### config.mk
export PLATFORM = sky130hd
export DESIGN_NAME = wide_alu_ctrl
export DESIGN_NICKNAME = d
export VERILOG_FILES = /design/src/rtl/wide_alu_ctrl.sv
export SDC_FILE = /design/constraint.sdc
export NUM_CORES = 1
export LEC_CHECK = 0
export ABC_AREA = 1
export ABC_CLOCK_PERIOD_IN_PS = 1500
export BUFFER_PORTS_ARGS = -buffer_cell sky130_fd_sc_hd__buf_2
export CAP_MARGIN = 10
export CORE_MARGIN = 3
export CORE_UTILIZATION = 45
export CTS_BUF_LIST = sky130_fd_sc_hd__clkbuf_16
export CTS_CLUSTER_DIAMETER = 50
export DETAILED_ROUTE_END_ITERATION = 8
export PLACE_DENSITY = 0.73
export SYNTH_ARGS = -nofsm -noshare
export SYNTH_HDL_FRONTEND = slang
export SYNTH_SLANG_ARGS = --single-unit
### constraint.sdc
create_clock -name clk_i -period 1.5 [get_ports clk_i]
set_input_delay 0.15 -clock clk_i [delete_from_list [all_inputs] [get_ports clk_i]]
set_output_delay 0.15 -clock clk_i [all_outputs]
set_load 0.005 [all_outputs]
### src/rtl/wide_alu_ctrl.sv
// Control sequencer for the wide ALU: latches op/de-accel settings, issues datapath starts,
// waits for completion with a timeout, stretches the result commit and reports status/errors.
module wide_alu_ctrl #(
    parameter int OP_SEL_WIDTH   = 3,
    parameter int NUM_OPS        = 5,
    parameter int DEACCEL_WIDTH  = 8,
    parameter int TIMEOUT_CYCLES = 1024
) (
    input  logic                     clk_i,
    input  logic                     rst_ni,
    input  logic                     trigger_i,
    input  logic                     clear_err_i,
    input  logic                     op_sel_we_i,
    input  logic [OP_SEL_WIDTH-1:0]  op_sel_i,
    output logic [OP_SEL_WIDTH-1:0]  op_sel_o,
    input  logic                     deaccel_factor_we_i,
    input  logic [DEACCEL_WIDTH-1:0] deaccel_factor_i,
    output logic [DEACCEL_WIDTH-1:0] deaccel_factor_o,
    output logic                     dp_start_o,
    output logic [OP_SEL_WIDTH-1:0]  dp_op_o,
    output logic                     dp_abort_o,
    input  logic                     dp_valid_i,
    input  logic                     dp_err_i,
    output logic                     result_we_o,
    output logic [1:0]               status_o,
    output logic [2:0]               err_code_o
);

    localparam int TO_W = (TIMEOUT_CYCLES > 2) ? $clog2(TIMEOUT_CYCLES) : 1;
    localparam logic [TO_W-1:0]          TO_LAST = TO_W'(TIMEOUT_CYCLES - 1);
    localparam logic [DEACCEL_WIDTH-1:0] D_ONE   = DEACCEL_WIDTH'(1);

    localparam logic [1:0] ST_IDLE  = 2'b00;
    localparam logic [1:0] ST_BUSY  = 2'b01;
    localparam logic [1:0] ST_ERROR = 2'b10;

    localparam logic [2:0] ERR_NONE    = 3'd0;
    localparam logic [2:0] ERR_ILLEGAL = 3'd1;
    localparam logic [2:0] ERR_BUSY    = 3'd2;
    localparam logic [2:0] ERR_DP      = 3'd3;
    localparam logic [2:0] ERR_TIMEOUT = 3'd4;

    typedef enum logic [2:0] {
        S_IDLE,
        S_ISSUE,
        S_WAIT_DP,
        S_DELAY,
        S_ERROR
    } state_e;

    function automatic logic op_legal(input logic [OP_SEL_WIDTH-1:0] op);
        return int'(op) < NUM_OPS;
    endfunction

    state_e                   state_q;
    logic [OP_SEL_WIDTH-1:0]  op_sel_q;
    logic [DEACCEL_WIDTH-1:0] deaccel_q;
    logic [DEACCEL_WIDTH-1:0] delay_cnt_q;
    logic [TO_W-1:0]          to_cnt_q;
    logic                     busy_viol_q;
    logic                     busy_viol_d;
    logic [2:0]               err_code_q;
    logic [1:0]               status_q;
    logic                     dp_start_q;
    logic                     result_we_q;
    logic                     dp_abort_q;

    // Any register access or trigger while an operation is in flight is a violation.
    assign busy_viol_d = busy_viol_q | trigger_i | op_sel_we_i | deaccel_factor_we_i;

    always_ff @(posedge clk_i or negedge rst_ni) begin
        if (!rst_ni) begin
            state_q     <= S_IDLE;
            op_sel_q    <= '0;
            deaccel_q   <= '0;
            delay_cnt_q <= '0;
            to_cnt_q    <= '0;
            busy_viol_q <= 1'b0;
            err_code_q  <= ERR_NONE;
            status_q    <= ST_IDLE;
            dp_start_q  <= 1'b0;
            result_we_q <= 1'b0;
            dp_abort_q  <= 1'b0;
        end else begin
            dp_start_q  <= 1'b0;
            result_we_q <= 1'b0;
            dp_abort_q  <= 1'b0;
            unique case (state_q)
                S_IDLE: begin
                    if (deaccel_factor_we_i) begin
                        deaccel_q <= deaccel_factor_i;
                    end
                    if (op_sel_we_i && !op_legal(op_sel_i)) begin
                        state_q    <= S_ERROR;
                        status_q   <= ST_ERROR;
                        err_code_q <= ERR_ILLEGAL;
                    end else begin
                        if (op_sel_we_i) begin
                            op_sel_q <= op_sel_i;
                        end
                        if (trigger_i) begin
                            state_q    <= S_ISSUE;
                            status_q   <= ST_BUSY;
                            dp_start_q <= 1'b1;
                        end
                    end
                end
                S_ISSUE: begin
                    busy_viol_q <= busy_viol_d;
                    to_cnt_q    <= '0;
                    state_q     <= S_WAIT_DP;
                end
                S_WAIT_DP: begin
                    busy_viol_q <= busy_viol_d;
                    // A completion on the expiry cycle takes priority over the timeout.
                    if (dp_valid_i) begin
                        if (dp_err_i) begin
                            state_q    <= S_ERROR;
                            status_q   <= ST_ERROR;
                            err_code_q <= ERR_DP;
                        end else begin
                            state_q     <= S_DELAY;
                            delay_cnt_q <= deaccel_q;
                            result_we_q <= (deaccel_q == '0);
                        end
                    end else if (to_cnt_q == TO_LAST) begin
                        state_q    <= S_ERROR;
                        status_q   <= ST_ERROR;
                        err_code_q <= ERR_TIMEOUT;
                        dp_abort_q <= 1'b1;
                    end else begin
                        to_cnt_q <= to_cnt_q + TO_W'(1);
                    end
                end
                S_DELAY: begin
                    busy_viol_q <= busy_viol_d;
                    // Count zero marks the commit cycle itself; leave on the following edge.
                    if (delay_cnt_q == '0) begin
                        if (busy_viol_d) begin
                            state_q    <= S_ERROR;
                            status_q   <= ST_ERROR;
                            err_code_q <= ERR_BUSY;
                        end else begin
                            state_q  <= S_IDLE;
                            status_q <= ST_IDLE;
                        end
                    end else begin
                        delay_cnt_q <= delay_cnt_q - D_ONE;
                        result_we_q <= (delay_cnt_q == D_ONE);
                    end
                end
                S_ERROR: begin
                    if (clear_err_i) begin
                        state_q     <= S_IDLE;
                        status_q    <= ST_IDLE;
                        err_code_q  <= ERR_NONE;
                        busy_viol_q <= 1'b0;
                    end
                end
                default: begin
                    state_q  <= S_IDLE;
                    status_q <= ST_IDLE;
                end
            endcase
        end
    end

    assign op_sel_o         = op_sel_q;
    assign deaccel_factor_o = deaccel_q;
    assign dp_op_o          = op_sel_q;
    assign dp_start_o       = dp_start_q;
    assign result_we_o      = result_we_q;
    assign dp_abort_o       = dp_abort_q;
    assign status_o         = status_q;
    assign err_code_o       = err_code_q;

endmodule

# Yosys cells after proc, flatten, opt, wreduce, memory -nomap -nowiden
# Cells that the tools add are included.
# classes
reduce_logical,18
bitwise,5
add_sub_neg,2
n_mux,43
magnitude_cmp,1
eq_ne,18
# op_table
operator,n
2-to-1 mux 3 bit,13
2-to-1 mux 8 bit,3
2-to-1 mux 10 bit,2
case mux 10 bit (2 select lines),1
inequality test 2 bit (second input constant),9
zero test 8 bit,2
2-to-1 mux 2 bit,8
case mux 8 bit (2 select lines),1
case mux 3 bit (5 select lines),1
case mux 3 bit (4 select lines),1
adder 10 x 1 -> 10 bit (second input constant),1
== test 10 bit (second input constant),1
2-to-1 mux 1 bit,10
case mux 2 bit (5 select lines),1
inequality test 3 bit (second input constant),3
== test 8 x 1 -> 1 bit (second input constant),1
AND reduction 4 bit,2
subtractor 8 x 1 -> 8 bit (second input constant),1
AND reduction 7 bit,1
== test 3 x 2 -> 1 bit (second input constant),2
AND reduction 3 bit,2
AND reduction 6 bit,1
nonzero test 2 bit,3
case mux 1 bit (2 select lines),2
11 further kinds,15
# word_totals
input_bits,19
register_bits,41

# Depth between registers and ports, before layout
# Gate-level depths: netlist of the first run.
# depth
depth_word,6
mapped_depth,10

# Worst setup path after synthesis of the first run
# Ideal clock, no wire load.
# synth_timing
kind,reg-to-reg
start,register to_cnt_q[0]
end,register status_q[1] (netlist: status_o[1])
arrival_ps,1328
path_slack_ps,54
n_path_buf,0
stages_incl_launch_ff,11
cell_sequence,dfrtp_1 ha_1 nand2_1 nor2_2 nand3_1 nand2_1 nand2_1 nor2_1 nand2_1 nand2_1 nand2_1
# synth_between
elab_chain_len,3
# synth_lines
element,line,text
from (decl),59,logic [TO_W-1:0] to_cnt_q;
from (signal assigned),132,to_cnt_q <= to_cnt_q + TO_W'(1);
== test 10 bit,126,end else if (to_cnt_q == TO_LAST) begin
inequality test 3 bit (no source line),-,
AND reduction 6 bit (no source line),-,
to (signal assigned),128,status_q <= ST_ERROR;
to (signal assigned),141,status_q <= ST_ERROR;
to (signal assigned),145,status_q <= ST_IDLE;
to (decl),63,logic [1:0] status_q;
# No other way between the ends.
# A chain may end at the register's enable or synchronous reset.

# Final worst setup path of the first run
# layout_timing
start,register state_q[2]
end,register to_cnt_q[3]
# layout_between
elab_chain_len,3
elab_cells_between_ends,7
classes_between,eq/ne (4); mux (1); reduce/logical (2)
# layout_lines
element,line,text
from (decl),55,state_e state_q;
from (signal assigned),73,state_q <= S_IDLE;
from (signal assigned),94,state_q <= S_ERROR;
from (signal assigned),102,state_q <= S_ISSUE;
== test 3 x 2 -> 1 bit / == test 3 x 1 -> 1 bit (equally long branches),88,unique case (state_q)
inequality test 2 bit (no source line) / nonzero test 2 bit (equally long branches),-,
AND reduction 3 bit (no source line),-,
# Several ways; a longest one is shown, not always the timed one.

==> out/metrics.cfg, run 1 <==
[status]
outcome = completed

[detailed_routing]
drcViolationCount = 0
drt_iter0_drc = 105
viasPerCell = 5.05
drt-total-wl_um = 5850
avgRoutedWirePerCell_um = 13.5
ant_nets = 0
num_vias = 2188
firstDrtPassIters = 5

[synth]
synth_seq_area_share_pct = 46.0
yosysTopAreaCellShare_pct = 46.0
synth_edf_count = 0
ys_types = 32
synth-seq-cells = 41
syn_nets = 305
yosysTopAreaCell = dfrtp_1
async_flop_share_pct = 100
synth_area_per_cell_um2 = 7.91
synth_warnings = 0
ys.flop_type = dfrtp_1
synthCells = 282
syn_area_mm2 = 0.00223
synth_area_leaders = dfrtp_1 (46%), nand2_1 (13%), o21ai_0 (5.8%), nand3_1 (5.4%), inv_1 (5.2%)

[global_route]
grt_pass1_wl_um = 9110
grt-ovfl-total = 0
antenna_found_initial = 0
grt_max_degree = 42
grt_pass1_vias = 2030
track_usage_pct = 19.2

[setup_path]
critical_path_arrival_ns = 1.66
critical_path_class = flip-flop to flip-flop
crit_fanout = 4
r2r_cells = 8
critPathRequiredTime_ns = 1.67
worstSetupStartpointType = flip-flop
r2r-start = state_q[2]
rrSetupSlack_ns = 0.004
endpoint_kind = flip-flop
reg2reg_to = to_cnt_q[3]

[power_and_ir_drop]
leakage_uw = 0.00157
vdd_ir_drop_max_uv = 1180
finalPower_uw = 5750
power_density_mw_per_mm2 = 1870

[cells_and_area]
fill_cells = 371
n_antenna_cell = 0
nNetsFinal = 390
drive_above_1_share_pct = 37.0
syn_to_final_growth_pct = 37.8

[sta]
rsz0062_at_grt = true
setup_slack_ns = 0.00431
setup_viol = 0
maxSlewViolCount = 0
fmax_mhz = 669
fin_crit_ns = 1.50
maxSlewHeadroom_pct = 64.9
hold_viol_final = 0
worst_pin_slew_ns = 0.527
period_share_pct = 99.7
fin_worst_skew_ns = 0.00368

[placed_design]
port_buffers = 40
place_ws_ns = -0.0712
gp_congestion = 0.867
dp_hpwl_um = 3900

[floorplan]
row_count = 24
dieArea_mm2 = 0.00584
initial_core_util_pct = 48.9
ios = 41
die_w_um = 76.4
die_height_um = 76.4
coreArea_mm2 = 0.00456

[hold_path]
hold_class = input port to flip-flop
hold_path_startpoint = deaccel_factor_i[7]
hold_end = deaccel_factor_o[7]
min_path_cells = 2

[clock_tree]
cts.path.max_buffers = 2
clockRootBuffer = clkbuf_16
clk_pin_slew_ns = 0.06
numCtsBuffers = 5
htree_levels = 2
worst_skew_pair.late_latency_ns = 0.28
cts_tree = done
cts_sinks = 41

[job]
drv_cap = 0

## through the flow
stage | TNS [ns] | utilization, % | cell area [um2] | instances | hold WS [ns]
6_report | 0 | 67.4 | 3070 | 433 | 0.0947
5_1_grt | -1.45 | 67.4 | 3070 | 433 | 0.0913
4_1_cts | -0.176 | 63.3 | 2890 | 424 | 0.0710
3_5_place_dp | -0.253 | 59.2 | 2700 | 413 | 0.246
3_3_place_gp | -0.0278 | 59.2 | 2700 | 413 | 0.243
2_1_floorplan | 0 | - | 2230 | 282 | -0.146
## layer usage
layer | GRT usage, % | wire (um)
met4 | 6.16 | 166
met5 | 0 | 0
met2 | 32.8 | 2940
met3 | 3.78 | 334
met1 | 24.3 | 2410
## how the worst max path moves through the flow
stage	startpoint	endpoint	slack, ns	depth (start not counted)
detailed placement	to_cnt_q[1]	status_o[1]	-0.07	10
floorplan	to_cnt_q[0]	status_o[1]	0.05	10
CTS	to_cnt_q[1]	err_code_o[1]	-0.03	10
finish	state_q[2]	to_cnt_q[3]	0.004	8
global placement	to_cnt_q[0]	status_o[0]	-0.02	10
global route	to_cnt_q[1]	status_o[1]	-0.1	10
## Yosys cell counts, types with 2 or more instances
| master | instances |
|---|---|
| nor3_1 | 3 |
| o211ai_1 | 2 |
| o21ai_1 | 2 |
| buf_4 | 3 |
| nand2_1 | 78 |
| xor2_1 | 2 |
| dfrtp_1 | 41 |
| nand3_1 | 24 |
| o21ai_0 | 26 |
| ha_1 | 4 |
| inv_1 | 31 |
| nor2_2 | 3 |
| mux2_2 | 7 |
| nor2_1 | 24 |
| nand4_1 | 2 |
| nor4_1 | 3 |
| xnor2_1 | 3 |
| a21oi_1 | 5 |
| nand2_2 | 6 |
## sequential cells by signal, summed over array words and instances, names as in the netlist
| register | cells |
|---|---|
| busy_viol_q | 1 |
| deaccel_factor_o | 8 |
| delay_cnt_q | 8 |
| dp_abort_o | 1 |
| dp_op_o | 3 |
| dp_start_o | 1 |
| err_code_o | 3 |
| result_we_o | 1 |
| state_q | 3 |
| status_o | 2 |
| to_cnt_q | 10 |
## cells in the final DEF (no fill, tap or decap), types with 4 or more instances in the layout
master and n:
a21oi_1 5, buf_2 40, buf_4 40, clkbuf_16 5, dfrtp_1 40, inv_1 28
inv_2 4, mux2_2 7, nand2_1 69, nand2_2 10, nand2_4 6, nand3_1 20
nor2_1 18, nor2_2 4, nor2_4 6, o21ai_0 19, o21ai_1 9
## kinds of logic (layout without fill, tap and decap cells)
logic type | Yosys count | after routing | synth area share, %
compound gates | 41 | 41 | 10.3
xor+xnor | 5 | 5 | 1.96
fa+ha+maj | 4 | 4 | 2.24
buf+inv | 38 | 123 | 7.74
flops | 41 | 41 | 46.0
mux | 7 | 7 | 3.53
simple gates | 146 | 147 | 28.3
## worst max-delay path, cell delays in order (launching register included)
cell and delay [ns]:
dfrtp_2 0.44, inv_2 0.09, nand2_4 0.06, nor2_4 0.13, nand2_1 0.18, a21boi_2 0.22
buf_4 0.15, nand2_1 0.05, o21ai_0 0.07
## area by class of cell
type                            count  area (um2)  area share (%)
Clock buffer                        5         125            4.07
Clock inverter                      3        13.8           0.448
Inverter                           32         121            3.95
Multi-Input combinational cell    204        1170            38.1
Sequential cell                    41        1030            33.4
Tap cell                           65        81.3            2.65
Timing Repair Buffer               83         533            17.3
## report_power, final
group / internal, uW / switching (uW)
sequential: 1490 / 301
combinational: 1290 / 1640
clock: 604 / 423
total: 3380 / 2370
## repair_timing
action	4_1_cts	5_1_grt
setup endpoints to repair	17	32
endpoints found under the hold margin	41	0
hold buffers	1	0
gates cloned	0	1
pin swaps	5	14
setup buffers	2	8
gates resized for setup	7	41
Power figures use the tool's default switching activity.
==> run 2, diff against run 1 <==
--- a/config.mk
+++ b/config.mk
@@ -8,13 +8,16 @@
 export ABC_AREA = 1
 export ABC_CLOCK_PERIOD_IN_PS = 1500
 export BUFFER_PORTS_ARGS = -buffer_cell sky130_fd_sc_hd__buf_2
-export CAP_MARGIN = 10
+export CAP_MARGIN = 20
+export CELL_PAD_IN_SITES_DETAIL_PLACEMENT = 1
+export CELL_PAD_IN_SITES_GLOBAL_PLACEMENT = 2
 export CORE_MARGIN = 3
-export CORE_UTILIZATION = 45
+export CORE_UTILIZATION = 29
 export CTS_BUF_LIST = sky130_fd_sc_hd__clkbuf_16
 export CTS_CLUSTER_DIAMETER = 50
+export CTS_CLUSTER_SIZE = 24
 export DETAILED_ROUTE_END_ITERATION = 8
-export PLACE_DENSITY = 0.73
+export PLACE_DENSITY = 0.8
 export SYNTH_ARGS = -nofsm -noshare
 export SYNTH_HDL_FRONTEND = slang
 export SYNTH_SLANG_ARGS = --single-unit
==> out/metrics.cfg, run 2 (synthesized netlist as in run 1, its figures left out) <==
[status]
outcome = finished, violations left  ; was completed
violations = setup timing

[power_and_ir_drop]
clockPowerShare_pct = 16.6  ; was 17.9%
vdd_ir_drop_max_uv = 743  ; was 1180 uV
leakage_uw = 0.00166  ; was 0.00157 uW
switchingPower_uw = 2490  ; was 2370 uW
finalPower_uw = 6100  ; was 5750 uW
switching_share_pct = 40.8  ; was 41.1%
power.internal_uw = 3610  ; was 3380 uW
sequentialPowerShare_pct = 29.7  ; was 31.2%
pwr-share-comb_pct = 53.8  ; was 51.0%
power_density_mw_per_mm2 = 1850  ; was 1870 mW/mm2

[setup_path]
reg2reg_to = err_code_o[0]  ; was to_cnt_q[3]
rrSetupSlack_ns = -0.06  ; was 0.004 ns
endpoint_kind = flip-flop  ; unchanged
critical-path-top-delay-family = simple AND/OR/NAND/NOR gates  ; was flip-flops
path_cells = inv_2 > ha_4 > nand2_4 > o21ai_4 > buf_6 > nand2_4 > nor2_4 > nand2_2 > nand2_1 > nand2_1  ; was inv_2 > nand2_4 > nor2_4 > nand2_1 > a21boi_2 > buf_4 > nand2_1 > o21ai_0
r2r-start = delay_cnt_q[0]  ; was state_q[2]
critPathBufInv = 2  ; unchanged
critical_path_class = flip-flop to flip-flop  ; unchanged
crit_path_max_incr_delay_ns = 0.40  ; was 0.44 ns
r2r_cells = 10  ; was 8
critPathRequiredTime_ns = 1.67  ; about the same
worstSetupStartpointType = flip-flop  ; unchanged
critical_path_arrival_ns = 1.73  ; was 1.66 ns
crit_fanout = 4  ; unchanged
cp_slowest_cell = dfrtp_1  ; was dfrtp_2

[clock_tree]
cts.path.max_buffers = 2  ; unchanged
clockRootBuffer = clkbuf_16  ; unchanged
clk_pin_slew_ns = 0.06  ; about the same
cts_tree = done  ; unchanged
htree_levels = 2  ; unchanged
worst_skew_pair.late_latency_ns = 0.28  ; about the same
numCtsBuffers = 5  ; unchanged
cts_sinks = 41  ; unchanged

[cells_and_area]
largest_register_ff_count = 10  ; unchanged
stdcell_count = 480  ; was 433
n_antenna_cell = 0  ; unchanged
layout_commonest_cell = nand2_1  ; unchanged
nNetsFinal = 403  ; was 390
mostFrequentLayoutCells = nand2_1 (65), buf_4 (50), dfrtp_1 (40), buf_2 (40), inv_1 (27)  ; was nand2_1 (69), dfrtp_1 (40), buf_2 (40), buf_4 (40), inv_1 (28)
syn_to_final_growth_pct = 47.7  ; was 37.8%
drive_above_1_share_pct = 42.3  ; was 37.0%
regMostFlops = to_cnt_q  ; unchanged

[global_route]
met3_usage_pct = 3.53  ; was 3.78%
grt_pass1_vias = 2319  ; was 2030
grtUsageMet1_pct = 19.1  ; was 24.3%
track_usage_pct = 15.8  ; was 19.2%
grt_pass1_wl_um = 11000  ; was 9110 um
antenna_found_initial = 0  ; unchanged
grt-ovfl-total = 0  ; unchanged
grt_max_degree = 17  ; was 42
grt_busiest_layer = met2  ; unchanged
grt_util_met2_pct = 28.8  ; was 32.8%

[detailed_routing]
avgRoutedWirePerCell_um = 14.2  ; was 13.5 um
viasPerCell = 4.62  ; was 5.05
drt_iter0_drc = 48  ; was 105
num_vias = 2216  ; was 2188
drt-total-wl_um = 6800  ; was 5850 um
drcViolationCount = 0  ; unchanged
firstDrtPassIters = 5  ; unchanged
ant_nets = 0  ; unchanged

[placed_design]
dp_hpwl_um = 4970  ; was 3900 um
post-place-cells = 461  ; was 413
port_buffers = 40  ; unchanged
gp_congestion = 0.784  ; was 0.867

[sta]
period_share_pct = 104  ; was 99.7%
maxSlewHeadroom_pct = 72.9  ; was 64.9%
setup_slack_ns = -0.0595  ; was 0.00431 ns
hold_viol_final = 0  ; unchanged
setup_viol = 6  ; was 0
worst_pin_slew_ns = 0.406  ; was 0.527 ns
rsz0062_at_grt = true  ; unchanged
fin_crit_ns = 1.56  ; was 1.50 ns
fin_worst_skew_ns = 0.00378  ; was 0.00368 ns
maxSlewViolCount = 0  ; unchanged
fmax_mhz = 641  ; was 669 MHz

[floorplan]
die_w_um = 93.7  ; was 76.4 um
initial_core_util_pct = 30.3  ; was 48.9%
die_height_um = 93.7  ; was 76.4 um
coreArea_mm2 = 0.00737  ; was 0.00456 mm2
ios = 41  ; unchanged
row_count = 31  ; was 24
dieArea_mm2 = 0.00878  ; was 0.00584 mm2

[hold_path]
hold_class = input port to flip-flop  ; unchanged
hold_path_startpoint = op_sel_i[0]  ; was deaccel_factor_i[7]
hold_end = dp_op_o[0]  ; was deaccel_factor_o[7]
min_path_cells = 3  ; was 2

[job]
drv_cap = 0  ; unchanged

==> run 2: cell count changes in the layout (fill, tap and decap cells not counted), moves of 3 or more <==
| cell | before | now |
|---|---|---|
| nand2_1 | 69 | 65 |
| o21ai_2 | 0 | 4 |
| buf_4 | 40 | 50 |
| o21ai_0 | 19 | 15 |
| inv_2 | 4 | 7 |
==> run 2: worst max-delay path by stage <==
stage                        start       endpoint  slack, ns  cells after the start
CTS                    to_cnt_q[0]    status_o[1]     -0.004                     10
global placement       to_cnt_q[0]    status_o[1]       -0.1                     10
detailed placement     to_cnt_q[0]    status_o[1]      -0.17                     10
finish              delay_cnt_q[0]  err_code_o[0]      -0.06                     10
floorplan              to_cnt_q[0]    status_o[1]       0.05                     10
global route        delay_cnt_q[0]  err_code_o[0]      -0.13                     10
==> run 2: per-layer routing <==
metal | part of all wire [%] | wire length, um | up-vias
met1 | 44 | 2990 | 1074
met5 | 0 | 0 | -
met2 | 52 | 3540 | 34
li1 | - | - | 1104
met4 | 0.53 | 36 | 0
met3 | 3.4 | 234 | 4
==> run 2: area by class of cell <==
| type | count | area (um2) |
|---|---|---|
| Fill cell | 918 | 4070 |
| Tap cell | 99 | 124 |
| Clock buffer | 5 | 125 |
| Clock inverter | 3 | 11.3 |
| Inverter | 32 | 121 |
| Timing Repair Buffer | 96 | 651 |
| Sequential cell | 41 | 1030 |
| Multi-Input combinational cell | 204 | 1240 |
==> run 2: what timing repair did <==
| item | in CTS | in global routing |
|---|---|---|
| resized for setup | 23 | 52 |
| hold buffers | 1 | 0 |
| buffers inserted | 2 | 7 |
| pin swaps | 8 | 14 |
| endpoints found under the hold margin | 14 | 0 |
| endpoints found under the setup margin | 22 | 36 |
| cloned | 0 | 1 |
==> run 2: tightest hold or removal path: cells and delay by family <==
kind	cells	cell delay, ns
buf+inv	1	0.09
compound gates	1	0.06
simple gates	1	0.05
==> run 2: power by group through the flow <==
stage	clock network, uW	logic, uW	registers, uW
after floorplan	0	1440	1780
after detailed placement	0	2650	1810
after CTS	1030	2840	1790
final	1010	3280	1810
after global placement	0	2590	1790
after global routing	1090	3650	1880
==> run 2: metrics by stage <==
stage	worst slack (ns)	hold WS [ns]	TNS (ns)	instance area, um2	util (%)
finish	-0.0595	0.0981	-0.200	3300	44.7
global route	-0.130	0.100	-1.80	3300	44.7
CTS	-0.00400	0.0970	-0.00761	3100	42.1
detailed placement	-0.171	0.100	-1.17	2850	38.7
global placement	-0.0982	0.102	-0.578	2850	38.7
floorplan	0.0543	-0.146	0	2230	-
